<file path="src/rtl/mips_register_file_if.sv">
// ============================================================================
//  Module      : mips_register_file_if
//  Description : Bundle of the register-file read/write/debug signals shared
//                between the datapath (master) and the register file (slave).
//                Port summary:
//                  ReadRegister1/2 : rs/rt read indices        (master -> slave)
//                  WriteRegister   : destination index         (master -> slave)
//                  WriteData       : writeback value           (master -> slave)
//                  RegWrite        : write enable, active high (master -> slave)
//                  DebugAddr       : third read index          (master -> slave)
//                  ReadData1/2     : rs/rt operands            (slave -> master)
//                  DebugData       : contents of DebugAddr     (slave -> master)
//  Revision    : 1.0 - initial release
// ============================================================================
`default_nettype none

interface mips_register_file_if #(
    parameter int DATA_WIDTH = 32,
    parameter int ADDR_WIDTH = 5
);
    logic [ADDR_WIDTH-1:0] ReadRegister1;
    logic [ADDR_WIDTH-1:0] ReadRegister2;
    logic [ADDR_WIDTH-1:0] WriteRegister;
    logic [DATA_WIDTH-1:0] WriteData;
    logic                  RegWrite;
    logic [ADDR_WIDTH-1:0] DebugAddr;
    logic [DATA_WIDTH-1:0] ReadData1;
    logic [DATA_WIDTH-1:0] ReadData2;
    logic [DATA_WIDTH-1:0] DebugData;

    // Datapath side: drives indices and writeback, consumes operands.
    modport master (
        output ReadRegister1,
        output ReadRegister2,
        output WriteRegister,
        output WriteData,
        output RegWrite,
        output DebugAddr,
        input  ReadData1,
        input  ReadData2,
        input  DebugData
    );

    // Register-file side.
    modport slave (
        input  ReadRegister1,
        input  ReadRegister2,
        input  WriteRegister,
        input  WriteData,
        input  RegWrite,
        input  DebugAddr,
        output ReadData1,
        output ReadData2,
        output DebugData
    );
endinterface

`default_nettype wire

</file>
<file path="src/rtl/mips_register_file.sv">
// ============================================================================
//  Module      : mips_register_file
//  Description : 32-entry (2**ADDR_WIDTH) general-purpose register file for
//                the single-cycle MIPS datapath. Two operand read ports
//                (rs, rt), one debug read port and one writeback port.
//                Register 0 is hardwired to zero; register 29 ($sp) resets
//                to SP_RESET, every other entry resets to zero.
//
//  Ports       : Clk  - system clock, writes on rising edge
//                Rst  - asynchronous, active-low reset
//                rf   - mips_register_file_if.slave carrying
//                       ReadRegister1/2, WriteRegister, WriteData, RegWrite,
//                       DebugAddr (in) and ReadData1/2, DebugData (out)
//
//  Build macro : REGFILE_BYPASS_EN
//                  defined   - write-through bypass: a read whose index
//                              matches an active, non-zero write index
//                              returns WriteData in the same cycle.
//                  undefined - reads reflect array contents only; a write is
//                              visible after its clock edge.
//  Revision    : 1.0 - initial release
// ============================================================================
`default_nettype none

module mips_register_file #(
    parameter int                    DATA_WIDTH = 32,
    parameter int                    ADDR_WIDTH = 5,
    parameter logic [DATA_WIDTH-1:0] SP_RESET   = '0
) (
    input  wire logic          Clk,
    input  wire logic          Rst,
    mips_register_file_if.slave rf
);

    localparam int c_num_regs  = 2 ** ADDR_WIDTH;
    localparam int c_sp_index  = 29;
    localparam int c_num_ports = 3;

    // ------------------------------------------------------------------------
    // Storage view: entry 0 is a constant zero, entries 1..N-1 are flops.
    // ------------------------------------------------------------------------
    logic [DATA_WIDTH-1:0] w_array [c_num_regs];

    assign w_array[0] = '0;

    genvar gi;
    generate
        for (gi = 1; gi < c_num_regs; gi++) begin : g_entry
            localparam logic [DATA_WIDTH-1:0] c_reset_value =
                (gi == c_sp_index) ? SP_RESET : '0;

            logic [DATA_WIDTH-1:0] r_value;
            logic                  w_write_hit;

            assign w_write_hit = rf.RegWrite &&
                                 (rf.WriteRegister == ADDR_WIDTH'(gi));

            // The reset branch wins on the same edge Rst is still low, so a
            // clock edge coinciding with reset release never writes.
            always_ff @(posedge Clk or negedge Rst) begin
                if (!Rst) begin
                    r_value <= c_reset_value;
                end else if (w_write_hit) begin
                    r_value <= rf.WriteData;
                end
            end

            assign w_array[gi] = r_value;
        end
    endgenerate

`ifdef REGFILE_BYPASS_EN
    // Forwarding qualifier. Excluding index 0 keeps $zero reading zero on
    // every port, and gating with Rst keeps reset-time reads at reset values.
    logic w_bypass_valid;

    assign w_bypass_valid = rf.RegWrite && Rst && (rf.WriteRegister != '0);
`endif

    // ------------------------------------------------------------------------
    // Read ports: 0 = rs, 1 = rt, 2 = debug. All combinational.
    // ------------------------------------------------------------------------
    logic [ADDR_WIDTH-1:0] w_raddr [c_num_ports];

    assign w_raddr[0] = rf.ReadRegister1;
    assign w_raddr[1] = rf.ReadRegister2;
    assign w_raddr[2] = rf.DebugAddr;

    genvar gp;
    generate
        for (gp = 0; gp < c_num_ports; gp++) begin : g_read_port
            logic [DATA_WIDTH-1:0] w_data;

            always_comb begin
                w_data = w_array[w_raddr[gp]];
`ifdef REGFILE_BYPASS_EN
                if (w_bypass_valid && (w_raddr[gp] == rf.WriteRegister)) begin
                    w_data = rf.WriteData;
                end
`endif
            end
        end
    endgenerate

    assign rf.ReadData1 = g_read_port[0].w_data;
    assign rf.ReadData2 = g_read_port[1].w_data;
    assign rf.DebugData = g_read_port[2].w_data;

endmodule

`default_nettype wire

</file>
<file path="src/flat_wrapper.sv">
// flat-port wrapper written by rule: the top's interface ports become plain ports
module mips_register_file_flat 
#(
    parameter int                    DATA_WIDTH = 32,
    parameter int                    ADDR_WIDTH = 5,
    parameter logic [DATA_WIDTH-1:0] SP_RESET   = '0
)
  (Clk, Rst, rf_ReadRegister1, rf_ReadRegister2, rf_WriteRegister, rf_WriteData, rf_RegWrite, rf_DebugAddr, rf_ReadData1, rf_ReadData2, rf_DebugData);
  mips_register_file_if #(.DATA_WIDTH(DATA_WIDTH), .ADDR_WIDTH(ADDR_WIDTH)) rf_i ();
  input  wire logic Clk;
  input  wire logic Rst;
  input wire logic [$bits(rf_i.ReadRegister1)-1:0] rf_ReadRegister1;
  input wire logic [$bits(rf_i.ReadRegister2)-1:0] rf_ReadRegister2;
  input wire logic [$bits(rf_i.WriteRegister)-1:0] rf_WriteRegister;
  input wire logic [$bits(rf_i.WriteData)-1:0] rf_WriteData;
  input wire logic [$bits(rf_i.RegWrite)-1:0] rf_RegWrite;
  input wire logic [$bits(rf_i.DebugAddr)-1:0] rf_DebugAddr;
  output wire logic [$bits(rf_i.ReadData1)-1:0] rf_ReadData1;
  output wire logic [$bits(rf_i.ReadData2)-1:0] rf_ReadData2;
  output wire logic [$bits(rf_i.DebugData)-1:0] rf_DebugData;
  assign rf_i.ReadRegister1 = rf_ReadRegister1;
  assign rf_i.ReadRegister2 = rf_ReadRegister2;
  assign rf_i.WriteRegister = rf_WriteRegister;
  assign rf_i.WriteData = rf_WriteData;
  assign rf_i.RegWrite = rf_RegWrite;
  assign rf_i.DebugAddr = rf_DebugAddr;
  assign rf_ReadData1 = rf_i.ReadData1;
  assign rf_ReadData2 = rf_i.ReadData2;
  assign rf_DebugData = rf_i.DebugData;
  mips_register_file #(.DATA_WIDTH(DATA_WIDTH), .ADDR_WIDTH(ADDR_WIDTH), .SP_RESET(SP_RESET)) u_core (.Clk(Clk), .Rst(Rst), .rf(rf_i));
endmodule
</file>
<file path="config.mk">
export PLATFORM = sky130hd
export DESIGN_NAME = mips_register_file_flat
export DESIGN_NICKNAME = d
export VERILOG_FILES = /design/src/rtl/mips_register_file_if.sv /design/src/rtl/mips_register_file.sv /design/src/flat_wrapper.sv
export SDC_FILE = /design/constraint.sdc
export NUM_CORES = 2
export LEC_CHECK = 0
export CORE_MARGIN = 1
export CORE_UTILIZATION = 55
export DETAILED_ROUTE_END_ITERATION = 10
export GPL_TIMING_DRIVEN = 0
export MAX_ROUTING_LAYER = met4
export PLACE_DENSITY_LB_ADDON = 0.2
export SLEW_MARGIN = 20
export SYNTH_ARGS = -nofsm -noshare
export SYNTH_HDL_FRONTEND = slang
export SYNTH_SLANG_ARGS = --single-unit
</file>
<file path="constraint.sdc">
create_clock -name Clk -period 2.6 [get_ports Clk]
set_input_delay 0.52 -clock Clk [delete_from_list [all_inputs] [get_ports Clk]]
set_output_delay 0.52 -clock Clk [all_outputs]
set_load 0.03 [all_outputs]
</file>
==> impl_metrics.env <==
export IMPL_cts_tree="built"
export IMPL_setup_violations_final=160
export IMPL_gp_congestion=1.03
export IMPL_crit_top_cell="clkbuf_2"
export IMPL_io_pins=151
export IMPL_core_um2=111000
export IMPL_crit_path_start_kind="input port"
export IMPL_crit_path_end_kind="primary output"
export IMPL_die_h_um=336
export IMPL_regMostFlops="u_core.g_entry.r_value"
export IMPL_synth_edff_count=0
export IMPL_fp_dieW_um=336
export IMPL_reg_largest_list="u_core.g_entry.r_value x992"
export IMPL_critPathRequiredTime_ns=2.08
export IMPL_cts_root_buf="clkbuf_16"
export IMPL_fin_crit_ns=3.15
export IMPL_cpPeakStageDelay_ns=0.33
export IMPL_synthCells=4291
export IMPL_io_buffers=136
export IMPL_path_delay_family="buffers and inverters"
export IMPL_cp_max_fo=10
export IMPL_clock_tree_buffer_depth=3
export IMPL_start_util_pct=55.5
export IMPL_drc=0
export IMPL_drt_pre_antenna_iters=8
export IMPL_wl_per_cell_um=40.7
export IMPL_violations="negative setup slack"
export IMPL_power_density_nw_per_um2=734
export IMPL_leakage_nw=31.1
export IMPL_cp_slowest_cell="clkdlybuf4s15_2"
export IMPL_syn_area_um2=61300
export IMPL_yosysWarnings=0
export IMPL_routed_wl_mm=252
export IMPL_synth_nets=4346
export IMPL_dp_final_hpwl_mm=170
export IMPL_fin_area_um2=73600
export IMPL_grt_ovfl_total=0
export IMPL_yosys_area_top_type_share_pct=40.5
export IMPL_placedInstanceArea_um2=65400
export IMPL_ant_nets=0
export IMPL_place_inst=5923
export IMPL_hold_class="input port to asynchronous set/reset pin"
export IMPL_clock_latency_ns=0.74
export IMPL_worst_pin_slew_ns=1.16
export IMPL_skew_ns=0
export IMPL_final_util_pct=66.6
export IMPL_post_route_period_util_pct=121
export IMPL_cts_htree_levels=3
export IMPL_routed_via_count=47500
export IMPL_criticalPathCategory="input port to primary output"
export IMPL_maxSlewViolCount=0
export IMPL_critPathBufInv=4
export IMPL_setup_ws_ns=-0.548
export IMPL_vias_per_cell=7.69
export IMPL_largest_register_ff_count=992
export IMPL_numCtsBuffers=111
export IMPL_synth_seq_cells=992
export IMPL_status="complete, but fails checks"
export IMPL_crit_arrival_ns=2.63
export IMPL_nNetsFinal=4649
export IMPL_seq_area_frac_synth_pct=40.5
export IMPL_vdd_drop_max_mv=0.587
export IMPL_clk_pin_slew_ns=0.05
export IMPL_synth_top_area_cell="dfrtp_1"
export IMPL_ys_types=30
export IMPL_drive_gt1_share_pct=57.1
export IMPL_rows=122
export IMPL_die_area_um2=113000
export IMPL_grtUsageTotal_pct=46.2
export IMPL_grt_pass1_vias=47500
export IMPL_worstPathCellList="clkdlybuf4s15_2, nor2b_1, clkbuf_2, clkbuf_2, a22o_1, o21ai_4, o31ai_4, buf_6"
export IMPL_ys_flop_type="dfrtp_1"
export IMPL_syn_avg_cell_area_um2=14.3
export IMPL_grt_max_degree=139
export IMPL_final_cells=6180
export IMPL_synth_async_reset_ratio_pct=100
export IMPL_grt_pass1_wl_mm=351
export IMPL_cap_violations=0
export IMPL_max_freq_mhz=318
export IMPL_first_iter_violations=6919
export IMPL_syn_to_final_growth_pct=20.1
export IMPL_rsz0062_at_grt="true"
export IMPL_antenna_found_initial=3
export IMPL_synth_area_leaders="dfrtp_1 40%, mux4_2 21%, mux2_2 20%, mux2i_1 4.7%, a22o_1 4.1%"
export IMPL_slew_limit_headroom_pct=22.8
export IMPL_clock_sinks=992
export IMPL_final_hold_viol_count=0
## power breakdown
group / internal (mW) / switching (mW) / leakage [nW]
Clock: 9.82 / 7.01 / 1.91
Combinational: 8.55 / 7.19 / 16.5
Sequential: 18.5 / 2.95 / 12.7
Total: 36.8 / 17.2 / 31.1
## path summary, 6_finish.rpt
kind	from	endpoint	slack, ns	cells past startpoint
setup / recovery	rf_DebugAddr[3]	rf_DebugData[1]	-0.55	8
hold / removal	Rst	u_core.g_entry[23].r_value[3]$_DFFE_PN0P_	0.38	2
setup reg to reg	u_core.g_entry[29].r_value[19]$_DFFE_PN0P_	u_core.g_entry[29].r_value[19]$_DFFE_PN0P_	1.65	2
hold reg to reg	u_core.g_entry[13].r_value[19]$_DFFE_PN0P_	u_core.g_entry[13].r_value[19]$_DFFE_PN0P_	0.54	1
max in group asynchronous	Rst	u_core.g_entry[12].r_value[16]$_DFFE_PN0P_	0.41	4
min in group Clk	rf_WriteRegister[1]	u_core.g_entry[28].r_value[0]$_DFFE_PN0P_	0.38	3
## layout by cell type, fill, tap and decap left out, drive strengths merged, types with 2 or more instances in the layout
master            n
a211oi           96
nor3b             2
mux4            576
nor2             16
mux2i           288
diode             5
dfrtp           992
clkdlybuf4s15     3
and2             99
o21ai            96
clkinvlp          6
nand2b            8
o31ai            96
nand4b            3
a22o            288
nor3              3
clkinv           25
nor2b            13
nand2            16
bufinv            9
inv               4
clkbuf          440
buf             382
mux2           1088
clkdlybuf4s50    36
o22ai            96
## synth_stat cells, drive strengths merged (13+ instances only)
cell,count
clkbuf,275
mux2i,288
mux4,576
a211oi,96
mux2,1088
dfrtp,992
nand2,16
nor2,16
o31ai,96
and2,99
o22ai,96
o21ai,96
a22o,288
buf,233
nor2b,13
## layout make-up
class	count	area (µm²)
clock buffers	165	3370
flip-flops and latches	992	24800
well taps	1488	1860
diodes	5	12.5
multi-input cells	2788	36600
repair buffers	195	2230
clock inverters	41	460
inverters	3	22.5
plain buffers	503	4190
fillers	7883	36900
## cells by family after synthesis
| family | synth area share [%] |
|---|---|
| muxes | 45.8 |
| DFF | 40.5 |
| AOI/OAI and AO/OA | 8.23 |
| buffers and inverters | 3.86 |
| and+or+nand+nor | 1.57 |
## routing by layer
layer | track usage, % | vias up | share of wire (%)
met5 | - | - | 0
met4 | 33.3 | 0 | 9.1
met3 | 17.1 | 1233 | 14
met2 | 63.4 | 4099 | 43
met1 | 56.1 | 24500 | 35
li1 | - | 17700 | -
## worst register-to-register path: stages, from the launching register on
cell and delay (ns):
dfrtp_1 0.42, buf_4 0.15, mux2_2 0.26
## through the flow
stage,setup WS [ns],hold WS (ns),power (mW),TNS (ns)
after detailed placement,-2.20,0.499,35.4,-610.33
after CTS,-0.447,0.332,53.0,-32.77
final,-0.548,0.376,54.0,-42.24
after global routing,-0.484,0.378,55.4,-36.79
after floorplan,-0.0407,0.224,30.9,-0.431
after global placement,-44.27,0.499,34.8,-
## repair_timing
item                       4_1_cts  5_1_grt
hold buffers                     1        0
pin swaps                      227       96
hold endpoints to repair        96        0
resized for setup             1479      123
setup buffers                   14       27
setup endpoints to repair      126      178
gates cloned                     6        3
Power figures use the tool's default switching activity.
